## src/rtl/mix_io_pkg.sv

```systemverilog
// Shared constants for the MIX character I/O units: MIX code points,
// ASCII bytes used by the output path and the line-terminator selection.
package mix_io_pkg;

   // MIX character codes with special meaning on output
   localparam int BLANK   = 0;
   localparam int LF_CODE = 10;
   localparam int CR_CODE = 20;
   localparam int BEL_CODE = 21;
   localparam int NUM_CODES = 56;

   // ASCII bytes produced by the output path
   localparam logic [6:0] ASCII_CR    = 7'd13;
   localparam logic [6:0] ASCII_LF    = 7'd10;
   localparam logic [6:0] ASCII_BEL   = 7'd7;
   localparam logic [6:0] ASCII_SPACE = 7'd32;
   localparam logic [6:0] ASCII_BAD   = 7'd63;

   // Line terminator appended after the last word of a block
   typedef enum logic [1:0] {
      EOL_CRLF = 2'd0,
      EOL_LF   = 2'd1,
      EOL_NONE = 2'd2
   } eol_mode_t;

endpackage

```

## src/rtl/mix_to_ascii.sv

```systemverilog
// Combinational MIX character code to 7-bit ASCII table. Codes outside the
// 56-entry character set come back as '?' with valid low.
module mix_to_ascii
   import mix_io_pkg::*;
#(
   parameter int CHAR_W = 6
) (
   input  logic [CHAR_W-1:0] code,
   output logic [6:0]        ascii,
   output logic              valid
);

   // Table lookup; letters and digits are contiguous runs, punctuation is listed
   always_comb begin
      int c;
      c     = int'(code);
      valid = (c < NUM_CODES);
      ascii = ASCII_BAD;
      if (c == BLANK)                ascii = ASCII_SPACE;
      else if (c >= 1 && c <= 9)     ascii = 7'(c + 64);   // A..I
      else if (c == LF_CODE)         ascii = ASCII_LF;
      else if (c >= 11 && c <= 19)   ascii = 7'(c + 63);   // J..R
      else if (c == CR_CODE)         ascii = ASCII_CR;
      else if (c == BEL_CODE)        ascii = ASCII_BEL;
      else if (c >= 22 && c <= 29)   ascii = 7'(c + 61);   // S..Z
      else if (c >= 30 && c <= 39)   ascii = 7'(c + 18);   // 0..9
      else begin
         case (c)
            40: ascii = 7'h2E;  // .
            41: ascii = 7'h2C;  // ,
            42: ascii = 7'h28;  // (
            43: ascii = 7'h29;  // )
            44: ascii = 7'h2B;  // +
            45: ascii = 7'h2D;  // -
            46: ascii = 7'h2A;  // *
            47: ascii = 7'h2F;  // /
            48: ascii = 7'h3D;  // =
            49: ascii = 7'h24;  // $
            50: ascii = 7'h3C;  // <
            51: ascii = 7'h3E;  // >
            52: ascii = 7'h40;  // @
            53: ascii = 7'h3B;  // ;
            54: ascii = 7'h3A;  // :
            55: ascii = 7'h27;  // '
            default: ascii = ASCII_BAD;
         endcase
      end
   end

endmodule

```

## src/rtl/uart_tx.sv

```systemverilog
// 8N1 UART transmitter. ready is high while idle; a load while ready starts
// a frame. The line idles high and returns high immediately on reset.
module UartTX #(
   parameter int CLKS_PER_BIT = 16
) (
   input  logic       clk,
   input  logic       reset,
   input  logic       load,
   input  logic [7:0] data,
   output logic       ready,
   output logic       tx
);

   localparam int DIV_W = (CLKS_PER_BIT > 1) ? $clog2(CLKS_PER_BIT) : 1;

   logic             active_reg;
   logic [9:0]       shift_reg;
   logic [3:0]       bit_reg;
   logic [DIV_W-1:0] div_reg;

   // Frame shifter: start bit, 8 data bits LSB first, stop bit
   always_ff @(posedge clk) begin
      if (reset) begin
         active_reg <= 1'b0;
         shift_reg  <= '1;
         bit_reg    <= '0;
         div_reg    <= '0;
      end else if (!active_reg) begin
         if (load) begin
            active_reg <= 1'b1;
            shift_reg  <= {1'b1, data, 1'b0};
            bit_reg    <= '0;
            div_reg    <= '0;
         end
      end else if (div_reg == DIV_W'(CLKS_PER_BIT - 1)) begin
         div_reg   <= '0;
         shift_reg <= {1'b1, shift_reg[9:1]};
         if (bit_reg == 4'd9) active_reg <= 1'b0;
         else                 bit_reg    <= bit_reg + 4'd1;
      end else begin
         div_reg <= div_reg + DIV_W'(1);
      end
   end

   assign ready = !active_reg;
   assign tx    = active_reg ? shift_reg[0] : 1'b1;

endmodule

```

## src/rtl/mix_char_out.sv

```systemverilog
// MIX character-output unit: fetches a block of words from CPU memory on an
// OUT command, translates each MIX character to ASCII and sends it over the
// UART, then appends the line terminator. One further OUT may be queued.
module mix_char_out
   import mix_io_pkg::*;
#(
   parameter int ADDR_W       = 12,
   parameter int WORDS        = 14,
   parameter int CHARS        = 5,
   parameter int CHAR_W       = 6,
   parameter int EOL_MODE     = 0,
   parameter int TRIM         = 0,
   parameter int CLKS_PER_BIT = 16
) (
   input  logic                     clk,
   input  logic                     reset,
   input  logic                     start,
   input  logic [ADDR_W-1:0]        addressin,
   output logic [ADDR_W-1:0]        addressout,
   output logic                     request,
   input  logic                     load,
   input  logic [CHARS*CHAR_W-1:0]  in,
   output logic                     stop,
   output logic                     busy,
   output logic                     bad_char,
   output logic                     tx
);

   localparam int        WORD_W = CHARS * CHAR_W;
   localparam int        CW     = (CHARS > 1) ? $clog2(CHARS) : 1;
   localparam int        WW     = (WORDS > 1) ? $clog2(WORDS) : 1;
   localparam int        BLK_W  = $clog2(WORDS * CHARS + 1);
   localparam eol_mode_t EOL    = eol_mode_t'(EOL_MODE);

   logic              busy_reg, request_reg, stop_reg, bad_reg;
   logic              run_reg, eol_reg, eol_idx_reg;
   logic              pend_valid_reg;
   logic [ADDR_W-1:0] addr_reg, pend_addr_reg;
   logic [WORD_W-1:0] word_reg;
   logic [CW-1:0]     char_cnt_reg;
   logic [WW-1:0]     word_cnt_reg;
   logic [BLK_W-1:0]  blank_cnt_reg;

   logic              uart_ready, uart_load;
   logic [7:0]        uart_data;
   logic              char_adv, blank_inc, blank_dec, eol_adv;
   logic              last_char, last_word, block_end;
   logic [CHAR_W-1:0] slot [CHARS];
   logic [CHAR_W-1:0] cur_code;
   logic [6:0]        char_ascii;
   logic              char_valid;

   // Character slot 0 is the most significant character of the word
   for (genvar gi = 0; gi < CHARS; gi++) begin : g_slot
      assign slot[gi] = word_reg[(CHARS - gi) * CHAR_W - 1 -: CHAR_W];
   end

   assign cur_code = slot[char_cnt_reg];

   mix_to_ascii #(.CHAR_W(CHAR_W)) u_xlat (
      .code  (cur_code),
      .ascii (char_ascii),
      .valid (char_valid)
   );

   UartTX #(.CLKS_PER_BIT(CLKS_PER_BIT)) u_uart (
      .clk   (clk),
      .reset (reset),
      .load  (uart_load),
      .data  (uart_data),
      .ready (uart_ready),
      .tx    (tx)
   );

   // Decide what, if anything, goes to the UART this cycle
   always_comb begin
      uart_load = 1'b0;
      uart_data = 8'h00;
      char_adv  = 1'b0;
      blank_inc = 1'b0;
      blank_dec = 1'b0;
      eol_adv   = 1'b0;
      if (busy_reg && run_reg) begin
         if (TRIM != 0 && cur_code == CHAR_W'(BLANK)) begin
            // blanks are only counted; they are emitted if a non-blank follows
            char_adv  = 1'b1;
            blank_inc = 1'b1;
         end else if (uart_ready) begin
            uart_load = 1'b1;
            if (TRIM != 0 && blank_cnt_reg != '0) begin
               uart_data = {1'b0, ASCII_SPACE};
               blank_dec = 1'b1;
            end else begin
               uart_data = {1'b0, char_ascii};
               char_adv  = 1'b1;
            end
         end
      end else if (busy_reg && eol_reg && uart_ready) begin
         uart_load = 1'b1;
         eol_adv   = 1'b1;
         uart_data = (EOL == EOL_CRLF && !eol_idx_reg) ? {1'b0, ASCII_CR}
                                                       : {1'b0, ASCII_LF};
      end
   end

   assign last_char = char_adv && (char_cnt_reg == CW'(CHARS - 1));
   assign last_word = (word_cnt_reg == WW'(WORDS - 1));
   assign block_end = (last_char && last_word && EOL == EOL_NONE) ||
                      (eol_adv && (EOL != EOL_CRLF || eol_idx_reg));

   // Block sequencing: start, word fetch, char/terminator progress, chaining
   always_ff @(posedge clk) begin
      if (reset) begin
         busy_reg       <= 1'b0;
         request_reg    <= 1'b0;
         stop_reg       <= 1'b0;
         bad_reg        <= 1'b0;
         run_reg        <= 1'b0;
         eol_reg        <= 1'b0;
         eol_idx_reg    <= 1'b0;
         pend_valid_reg <= 1'b0;
         addr_reg       <= '0;
         pend_addr_reg  <= '0;
         word_reg       <= '0;
         char_cnt_reg   <= '0;
         word_cnt_reg   <= '0;
         blank_cnt_reg  <= '0;
      end else begin
         stop_reg <= 1'b0;
         if (!busy_reg) begin
            if (start) begin
               busy_reg       <= 1'b1;
               stop_reg       <= 1'b1;
               request_reg    <= 1'b1;
               addr_reg       <= addressin;
               bad_reg        <= 1'b0;
               run_reg        <= 1'b0;
               eol_reg        <= 1'b0;
               eol_idx_reg    <= 1'b0;
               pend_valid_reg <= 1'b0;
               char_cnt_reg   <= '0;
               word_cnt_reg   <= '0;
               blank_cnt_reg  <= '0;
            end
         end else begin
            if (request_reg && load) begin
               word_reg    <= in;
               request_reg <= 1'b0;
               run_reg     <= 1'b1;
            end
            if (blank_inc) blank_cnt_reg <= blank_cnt_reg + BLK_W'(1);
            if (blank_dec) blank_cnt_reg <= blank_cnt_reg - BLK_W'(1);
            if (char_adv && !char_valid) bad_reg <= 1'b1;
            if (char_adv) begin
               if (last_char) begin
                  char_cnt_reg <= '0;
                  run_reg      <= 1'b0;
                  if (last_word) begin
                     if (EOL != EOL_NONE) eol_reg <= 1'b1;
                  end else begin
                     word_cnt_reg <= word_cnt_reg + WW'(1);
                     request_reg  <= 1'b1;
                     addr_reg     <= addr_reg + ADDR_W'(1);
                  end
               end else begin
                  char_cnt_reg <= char_cnt_reg + CW'(1);
               end
            end
            if (eol_adv) eol_idx_reg <= 1'b1;
            if (block_end) begin
               run_reg       <= 1'b0;
               eol_reg       <= 1'b0;
               eol_idx_reg   <= 1'b0;
               char_cnt_reg  <= '0;
               word_cnt_reg  <= '0;
               blank_cnt_reg <= '0;
               if (pend_valid_reg) begin
                  addr_reg       <= pend_addr_reg;
                  pend_valid_reg <= 1'b0;
                  request_reg    <= 1'b1;
                  stop_reg       <= 1'b1;
               end else if (start) begin
                  // a start landing on the last cycle becomes the next block
                  addr_reg    <= addressin;
                  request_reg <= 1'b1;
                  stop_reg    <= 1'b1;
               end else begin
                  busy_reg <= 1'b0;
               end
            end else if (start && !pend_valid_reg) begin
               pend_valid_reg <= 1'b1;
               pend_addr_reg  <= addressin;
            end
         end
      end
   end

   assign addressout = addr_reg;
   assign request    = request_reg;
   assign stop       = stop_reg;
   assign busy       = busy_reg;
   assign bad_char   = bad_reg;

endmodule

```

## config.mk

```make
export PLATFORM = sky130hd
export DESIGN_NAME = mix_char_out
export DESIGN_NICKNAME = d
export VERILOG_FILES = /design/src/rtl/mix_io_pkg.sv /design/src/rtl/mix_to_ascii.sv /design/src/rtl/uart_tx.sv /design/src/rtl/mix_char_out.sv
export SDC_FILE = /design/constraint.sdc
export NUM_CORES = 1
export LEC_CHECK = 0
export ABC_CLOCK_PERIOD_IN_PS = 5400
export BUFFER_PORTS_ARGS = -buffer_cell sky130_fd_sc_hd__buf_2
export CAP_MARGIN = 20
export CORE_UTILIZATION = 37
export CTS_BUF_LIST = sky130_fd_sc_hd__clkbuf_16
export DETAILED_ROUTE_END_ITERATION = 6
export HOLD_SLACK_MARGIN = 0.12
export SLEW_MARGIN = 5
export SYNTH_ARGS = -nofsm -noshare
export SYNTH_HDL_FRONTEND = slang
export SYNTH_SLANG_ARGS = --single-unit
```

## constraint.sdc

```tcl
create_clock -name clk -period 5.4 [get_ports clk]
set_input_delay 1.08 -clock clk [delete_from_list [all_inputs] [get_ports clk]]
set_output_delay 1.08 -clock clk [all_outputs]
set_load 0.01 [all_outputs]
```

---- Yosys cells after proc, flatten, opt, wreduce, memory -nomap -nowiden ----
Memory sizes are Yosys's and may differ from the RTL's.
Cells that the tools add are included.
W data, S select, Z words.
word-level totals
  register bits after elaboration ......... 88
  memory bits (read-only) ................. 448
  output and inout bits ................... 17
  logic and storage cells ................. 169
  memories kept ........................... 1
memories
  memory            depth  bits a word  rd ports  clocked after Yosys merged registers in  write ports  RTL line            text
  (name not given)  64     7            1         0                                        0            mix_to_ascii.sv:28  case (c)
cells by class
  add/subtract/negate cells ............... 9
  order comparisons ....................... 10
  eq/ne operators ......................... 16
  muxes and demuxes ....................... 86
  bitwise operators ....................... 2
  reductions and logical operators ........ 28
operator list
  cell                     count
  $mux W12                 8
  $mux W7                  9
  $mux W4                  13
  $mux W1                  44
  $mux W10                 3
  $bmux W6 S3              1
  $mux W3                  6
  $ne A3 B1 Y1 const B     5
  $add A6 B6 Y7 const B    2
  $add A12 B1 Y12 const B  1
  $add A4 B1 Y4 const B    3
  $eq A4 B4 Y1 const B     3
  $eq A6 B6 Y1 const B     2
  $ge A6 B5 Y1 const B     2
  $le A6 B5 Y1 const B     2
  $logic_and A1 B1 Y1      12
  $mux W6                  2
  $reduce_and A2 Y1        6
  $reduce_and A4 Y1        2
  $add A6 B5 Y7 const B    1
  $add A6 B7 Y7 const B    1
  $eq A6 B5 Y1 const B     1
  $ge A6 B1 Y1 const B     1
  $ge A6 B4 Y1 const B     1
  other kinds (15)         20

---- Depth between registers and ports, before layout ----
Gate-level depths: netlist of the first run.
  word-level depth ........................ 17
  gate-level depth with buffers ........... 14
  depth with buffers taken out ............ 12

---- Hierarchy ----
From an unflattened synthesis of the first run, not the netlist that was laid out.
second synthesis, totals
  cells, all modules ...................... 680
  area, all modules ....................... 5311.3 µm²
by module, submodules not included
  module        instances  cells an instance  area each (µm²)  sequential area each (µm²)
  mix_char_out  1          456                3543.4           1381.3
  UartTX        1          105                925.9            360.3
  mix_to_ascii  1          119                842.1            0.0

---- Worst setup path before layout of the first run ----
Ideal clock, no wire load.
  path type ............................... register to register
  start ................................... register char_cnt_reg[0]
  end ..................................... register u_uart.shift_reg[5]
  arrival ................................. 2.795 ns
  required time ........................... 5.330 ns
  setup slack ............................. 2.535 ns
  cell stages (with the launch flop) ...... 14
  buffers on the path ..................... 3
  cells stage by stage .................... dfxtp_1 -> buf_6 -> buf_6 -> mux2i_1 -> nor2_1 -> nor2_2 -> inv_2 -> buf_2 -> ha_1 -> a221oi_2 -> nor2_4 -> mux2i_1 -> or4_1 -> a21oi_1
on the way
  longest elaborated chain between the ends .. 17
  elaborated cells on any way between the ends .. 36
  classes of those cells .................. 4 x add/sub; 8 x order compare; 3 x eq/ne; 14 x mux; 1 x bitwise; 5 x reduce/logical; 1 x memory
RTL lines
  what                                                    RTL line             text
  from (decl)                                             mix_char_out.sv:40   logic [CW-1:0] char_cnt_reg;
  from (signal assigned)                                  mix_char_out.sv:166  char_cnt_reg <= char_cnt_reg + CW'(1);
  $not A3 Y4 (implied by the code) *                      mix_char_out.sv:58   assign cur_code = slot[char_cnt_reg];
  $bmux W6 S3 *                                           mix_char_out.sv:58
  $mux W6 (implied by the code) * (2 in a row)            mix_char_out.sv:58
  branches (longest 9 deep; another with $mem_v2 Z64 W7)  --
  $mux W7 *                                               mix_to_ascii.sv:19   if (c == BLANK) ascii = ASCII_SPACE;
  $mux W7 *                                               mix_char_out.sv:83   if (busy_reg && run_reg) begin
  $mux W10 *                                              uart_tx.sv:29        if (load) begin
  $mux W10 *                                              uart_tx.sv:28        end else if (!active_reg) begin
  to (signal assigned)                                    uart_tx.sv:31        shift_reg <= {1'b1, data, 1'b0};
  to (signal assigned)                                    uart_tx.sv:37        shift_reg <= {1'b1, shift_reg[9:1]};
  to (decl)                                               uart_tx.sv:17        logic [9:0] shift_reg;
Mark *: on every way between the ends. The select of a mux whose other input is x is not followed.
A chain may end at the register's enable or synchronous reset.

---- Worst setup path after layout of the first run ----
Same ends and word-level chain as after synthesis.

==> impl_metrics.ini, run 1 <==
[finish]
final_util = 0.435
fin_area_sq_um = 5810
largest_reg_flops = 30
final_cell_count_no_fill = 878
diodes = 0
finalNetCount = 762
area_delta_synth_final_pct = 13.5
drive_gt1_frac = 0.155

[synthesis]
synth_nets = 725
syn_inst = 660
async_flop_share = 0
ys_warn_count = 0
synth_flop_cell = dfxtp_1
synth_seq_area_share = 0.340
synthesis.area_sq_um = 5120
synth_seq_cells = 87
synth-edff-count = 0
syn-mean-instance-area_sq_um = 7.76
synth_cell_types = 75

[placement]
dp_hpwl_um = 9640
dpl.cell_count = 861
port_buffers = 62
dpl_cell_area_sq_um = 5510
place_congestion = 0.906

[timing]
worstMarginPinSlew_ps = 1010
finalCritPeriodShare = 0.673
timing.final.hold_violations = 0
min_period_ps = 3630
fin_skew_ps = 8.37
maxSlewViolCount = 0
maxSlewHeadroom = 0.328
rsz0062_at_grt = no
tns_ps = 0
fmax_mhz = 275
finalSetupViolCount = 0

[clock_tree]
root_buffer = clkbuf_16
htree_levels = 3
clockBufferDepth = 2
clkSinkCount = 87
postCtsSetupRepairBufs = 0
cts_tree = built
clk_latency_ps = 350
cts-buffers-inserted = 9
ctsResizeCount = 0
ctsHoldBuffers = 0
path_clk_slew_ps = 60

[grt]
grt_pass1_vias = 4725
antenna_found_initial = 0
grt_max_degree = 49
grt_pass1_wl_um = 22800
grt-ovfl-total = 0
grtUsageTotal = 0.198

[detailed_routing]
firstDrtPassIters = 5
drt_wl_total_um = 13500
vias_per_cell = 5.51
wl_per_cell_um = 15.4
vias = 4837
drc = 0
final_antenna_net_count = 0
drt-initial-drc-count = 264

[die]
die_x_um = 120
die_h_um = 120
initial_core_util = 0.383
coreArea_sq_um = 13300
die_area_sq_um = 14300
core.rowCount = 42
num_io_pins = 63

[critical_path]
cp-start-kind = register
end_kind = register
worstPathArrival_ps = 3920
crit_type = reg2reg
crit_path_max_fanout = 14
worstPathRequired_ps = 5680

[pwr]
irDropWorstVdd_uv = 136
power_density_nw_per_um2 = 253
power.leakage_nw = 2.17
total_power_mw = 1.47

[status]
status = complete, no violations

[hold_path]
hold_class = reg2reg

[run]
maxCapViolCount = 0
-- metrics by stage --
step / setup slack [ps] / hold slack (ps)
3_3_place_gp: 1930 / 449
2_1_floorplan: 2530 / 433
4_1_cts: 1790 / 457
6_report: 1770 / 456
5_1_grt: 1420 / 476
3_5_place_dp: 1800 / 448
-- synth_stat cells (4+ instances only) --
master    instances  share of area
a211o_1           4         0.0068
a211oi_1         18          0.026
a21oi_1          82          0.080
and3_1            5         0.0061
buf_1             4         0.0029
clkbuf_1         31          0.023
dfxtp_1          87           0.34
ha_1             19          0.046
inv_1            16          0.012
mux2i_1          23          0.045
nand2_1          97          0.071
nand2b_1          7         0.0086
nand3_1          13          0.013
nand4_1          12          0.015
nor2_1           77          0.056
nor3_1           19          0.019
o211ai_1          5         0.0073
o21ai_0          26          0.025
or2_2             4         0.0049
xnor2_1          17          0.029
xor2_1            7          0.012
-- power by group --
group          leakage (nW)  internal [mW]  switching [mW]
clock                 0.139          0.354           0.260
combinational          1.32         0.0679          0.0952
sequential            0.707          0.665          0.0282
total                  2.17           1.09           0.384
-- worst max-delay path, stage by stage (launching register included) --
cell	delay (ps)
dfxtp_1	820
mux2i_1	280
o22ai_1	120
a21oi_2	450
inv_1	220
ha_1	290
nand2b_1	170
o21ai_0	260
or4_4	210
nand2_1	70
or4_1	550
a21oi_1	130
-- final cells by class --
type	instances	area (sq um)
Clock buffer	9	225
Timing Repair Buffer	68	363
Sequential cell	87	1740
Multi-Input combinational cell	513	3130
Fill cell	1370	7540
Clock inverter	7	63.8
Inverter	18	67.6
Tap cell	176	220
-- path summary, 6_finish.rpt --
kind	from	end	slack [ps]	depth (start not counted)
worst min-delay path	slot[13]$_SDFFE_PP0P_	slot[13]$_SDFFE_PP0P_	460	2
worst max-delay path	char_cnt_reg[0]$_SDFFE_PP0P_	u_uart.shift_reg[5]$_SDFFE_PP1P_	1770	11
worst max register to register	char_cnt_reg[0]$_SDFFE_PP0P_	u_uart.shift_reg[5]$_SDFFE_PP1P_	1770	11
worst min register to register	slot[13]$_SDFFE_PP0P_	slot[13]$_SDFFE_PP0P_	460	2
-- logic make-up (layout without fill, tap and decap cells) --
kind of cell               count (synthesis)  in the layout  share of synthesized area
AOI/OAI and AO/OA                        185            185                      0.234
xor gates and xnor gates                  24             24                     0.0411
adders and majority gates                 19             19                     0.0464
buffers and inverters                     60            102                     0.0496
DFF                                       87             87                      0.340
muxes                                     25             25                     0.0516
and+or+nand+nor                          260            260                      0.237
-- layer usage --
metal,global-route usage,vias to the layer above,part of all wire,wire length (um)
met5,0,-,0,0
met1,0.251,2291,0.46,6240
met4,0.0805,0,0.021,287
li1,-,2409,-,-
met3,0.0423,22,0.041,558
met2,0.326,115,0.48,6430
-- cell usage in the layout (no fill, tap or decap), types with 7 or more instances in the layout --
cell | Yosys | routed
a211oi_1 | 18 | 18
a21oi_1 | 82 | 82
buf_2 | 2 | 62
clkbuf_16 | 0 | 9
dfxtp_1 | 87 | 87
ha_1 | 19 | 19
inv_1 | 16 | 16
mux2i_1 | 23 | 23
nand2_1 | 97 | 97
nand2b_1 | 7 | 7
nand3_1 | 13 | 13
nand4_1 | 12 | 12
nor2_1 | 77 | 77
nor3_1 | 19 | 18
o21ai_0 | 26 | 26
xnor2_1 | 17 | 17
xor2_1 | 7 | 7
Power figures use the tool's default switching activity.
==> run 2: changes to the inputs <==
--- a/config.mk
+++ b/config.mk
@@ -5,7 +5,7 @@
 export SDC_FILE = /design/constraint.sdc
 export NUM_CORES = 1
 export LEC_CHECK = 0
-export ABC_CLOCK_PERIOD_IN_PS = 5400
+export ABC_CLOCK_PERIOD_IN_PS = 3600
 export BUFFER_PORTS_ARGS = -buffer_cell sky130_fd_sc_hd__buf_2
 export CAP_MARGIN = 20
 export CORE_UTILIZATION = 37
==> constraint.sdc (replaced) <==
create_clock -name clk -period 3.6 [get_ports clk]
set_input_delay 0.72 -clock clk [delete_from_list [all_inputs] [get_ports clk]]
set_output_delay 0.72 -clock clk [all_outputs]
set_load 0.01 [all_outputs]
==> run 2 against run 1 <==
  * Non-clock buffer count is 13 higher
  * Final cell count rose by 1.4%
  * Maximum frequency rose by 10%
  * Sequential cell count did not move
  * Core utilization is 0.67 points higher
  * Worst setup slack lost 1500 ps
  * Via count increased by 1.3%
  * First-iteration DRC count increased by 22%
  * Clock power rose by 47%
  * Register-to-register slack worse by 1500 ps
  * Critical path depth shrank 1
  * Combinational power is 56% higher
  * Critical path type unchanged
  * Largest cell class unchanged
  * Highest routed layer unchanged
==> impl_metrics.ini, run 2 (synthesized netlist as in run 1, its figures left out) <==
[pwr]
clockPowerShare = 0.411
share_comb_of_total_power = 0.116
switching_share = 0.256
irDropWorstVdd_uv = 209
power_density_nw_per_um2 = 371
power.leakage_nw = 2.23
p_switching_uw = 560
p_int_mw = 1.63
seqPwrFrac = 0.473

[critical_path]
crit_chain = mux2i_1 > o22ai_1 > a21oi_2 > inv_1 > ha_1 > o311ai_2 > or2_1 > o211ai_1 > a222oi_1 > o21a_1
worstPathArrival_ps = 3590
end_kind = register
rr_worst_depth = 10
crit_type = reg2reg
r2r-end = u_uart.shift_reg[4]$_SDFFE_PP1P_
crit_path_max_fanout = 10
critPathMaxStageDelay_ps = 680
crit_family = compound AO/OA/AOI/OAI gates
r2r_slack_ps = 300
path_buf_inv = 1
cp_slowest_cell = dfxtp_1
timing.rr.start = char_cnt_reg[0]$_SDFFE_PP0P_
cp-start-kind = register
worstPathRequired_ps = 3890

[finish]
multi_input_area_sq_um = 3130
finalNetCount = 775
mostFrequentLayoutCell = nand2_1
fill_cells = 1368
layout_common_cells = nand2_1 (97), dfxtp_1 (87), a21oi_1 (82), nor2_1 (77), buf_2 (62)
largest_reg_flops = 30
diodes = 0
seq_area_sq_um = 1740
area_delta_synth_final_pct = 15.3
final_cell_count_no_fill = 890
fin_area_sq_um = 5900
drive_gt1_frac = 0.167

[die]
num_io_pins = 63
die_h_um = 120
initial_core_util = 0.383
die_x_um = 120
core.rowCount = 42
die_area_sq_um = 14300
coreArea_sq_um = 13300

[detailed_routing]
wl_per_cell_um = 15.6
drt-initial-drc-count = 322
drc = 0
firstDrtPassIters = 5
vias = 4899
final_antenna_net_count = 0
vias_per_cell = 5.50
drt_wl_total_um = 13800

[grt]
use_met2 = 0.318
met3_usage = 0.0385
grt_pass1_vias = 4531
grt_pass1_wl_um = 22900
grt-ovfl-total = 0
grt_busiest_layer = met2
gr-usage-met1 = 0.262
grt_max_degree = 41
grtUsageTotal = 0.198
antenna_found_initial = 0

[hold_path]
hold_class = reg2reg
worst_hold_path.endpoint = slot[15]$_SDFFE_PP0P_
min_path_cells = 2
hp-start = slot[15]$_SDFFE_PP0P_

[clock_tree]
path_clk_slew_ps = 60
cts_tree = built
clk_latency_ps = 340
htree_levels = 3
cts-buffers-inserted = 9
ctsResizeCount = 0
ctsHoldBuffers = 0
clkSinkCount = 87
root_buffer = clkbuf_16
postCtsSetupRepairBufs = 0
clockBufferDepth = 2

[status]
status = complete, no violations

[timing]
worstMarginPinSlew_ps = 963
finalCritPeriodShare = 0.916
maxSlewViolCount = 0
fmax_mhz = 303
hold_ws_ps = 455
tns_ps = 0
finalSetupViolCount = 0
maxSlewHeadroom = 0.358
rsz0062_at_grt = no
worst_slack_ps = 301
min_period_ps = 3300
timing.final.hold_violations = 0
fin_skew_ps = 7.70

[placement]
dpl.cell_count = 874
port_buffers = 62
dp_hpwl_um = 10100
post-place-ws_ps = 354
place_congestion = 0.857
dpl_cell_area_sq_um = 5600

[run]
maxCapViolCount = 0
-- run 2: cell count changes in the layout (fill, tap and decap cells not counted) --
cell,before,now
buf_4,5,18
clkinv_2,3,0
inv_1,16,19
clkinv_1,1,0
-- run 2: worst max-delay path by stage --
stage,from,endpoint,slack (ps),cells past startpoint
detailed placement,char_cnt_reg[0]$_SDFFE_PP0P_,u_uart.shift_reg[5]$_SDFFE_PP1P_,350,12
finish,char_cnt_reg[0]$_SDFFE_PP0P_,u_uart.shift_reg[4]$_SDFFE_PP1P_,300,10
CTS,char_cnt_reg[0]$_SDFFE_PP0P_,u_uart.shift_reg[4]$_SDFFE_PP1P_,340,10
global route,char_cnt_reg[0]$_SDFFE_PP0P_,u_uart.shift_reg[4]$_SDFFE_PP1P_,10,10
global placement,char_cnt_reg[1]$_SDFFE_PP0P_,u_uart.shift_reg[5]$_SDFFE_PP1P_,490,10
floorplan,char_cnt_reg[0]$_SDFFE_PP0P_,u_uart.shift_reg[5]$_SDFFE_PP1P_,730,13
-- run 2: final cells by class --
cell class,instances,area share
clock buffer,9,0.0382
clock inverter,6,0.00954
inverter,18,0.0115
multi-input combinational,513,0.530
sequential,87,0.295
tap,176,0.0373
timing repair buffer,81,0.0780
-- run 2: per-layer routing --
layer / up-vias / wire length, um
li1: 2445 / -
met3: 27 / 730
met4: 0 / 309
met1: 2264 / 6340
met5: - / 0
met2: 163 / 6460
-- run 2: power groups by stage --
stage	clock, mW	combinational [mW]	sequential (mW)
floorplan	0	0.171	1.05
global placement	0	0.249	1.05
detailed placement	0	0.252	1.06
CTS	0.926	0.253	1.04
global route	0.963	0.284	1.04
finish	0.900	0.254	1.04
-- run 2: through the flow --
step / power (mW) / utilization
floorplan: 1.22 / -
global placement: 1.30 / 0.420
detailed placement: 1.31 / 0.420
CTS: 2.21 / 0.441
global route: 2.29 / 0.442
finish: 2.19 / 0.442
-- run 2: worst min-delay path: cells and delay by family, from the launching register on --
kind | cells | cell delay [ps]
AND/OR/NAND/NOR | 1 | 50
flip-flops | 1 | 300
AO/OA/AOI/OAI | 1 | 50
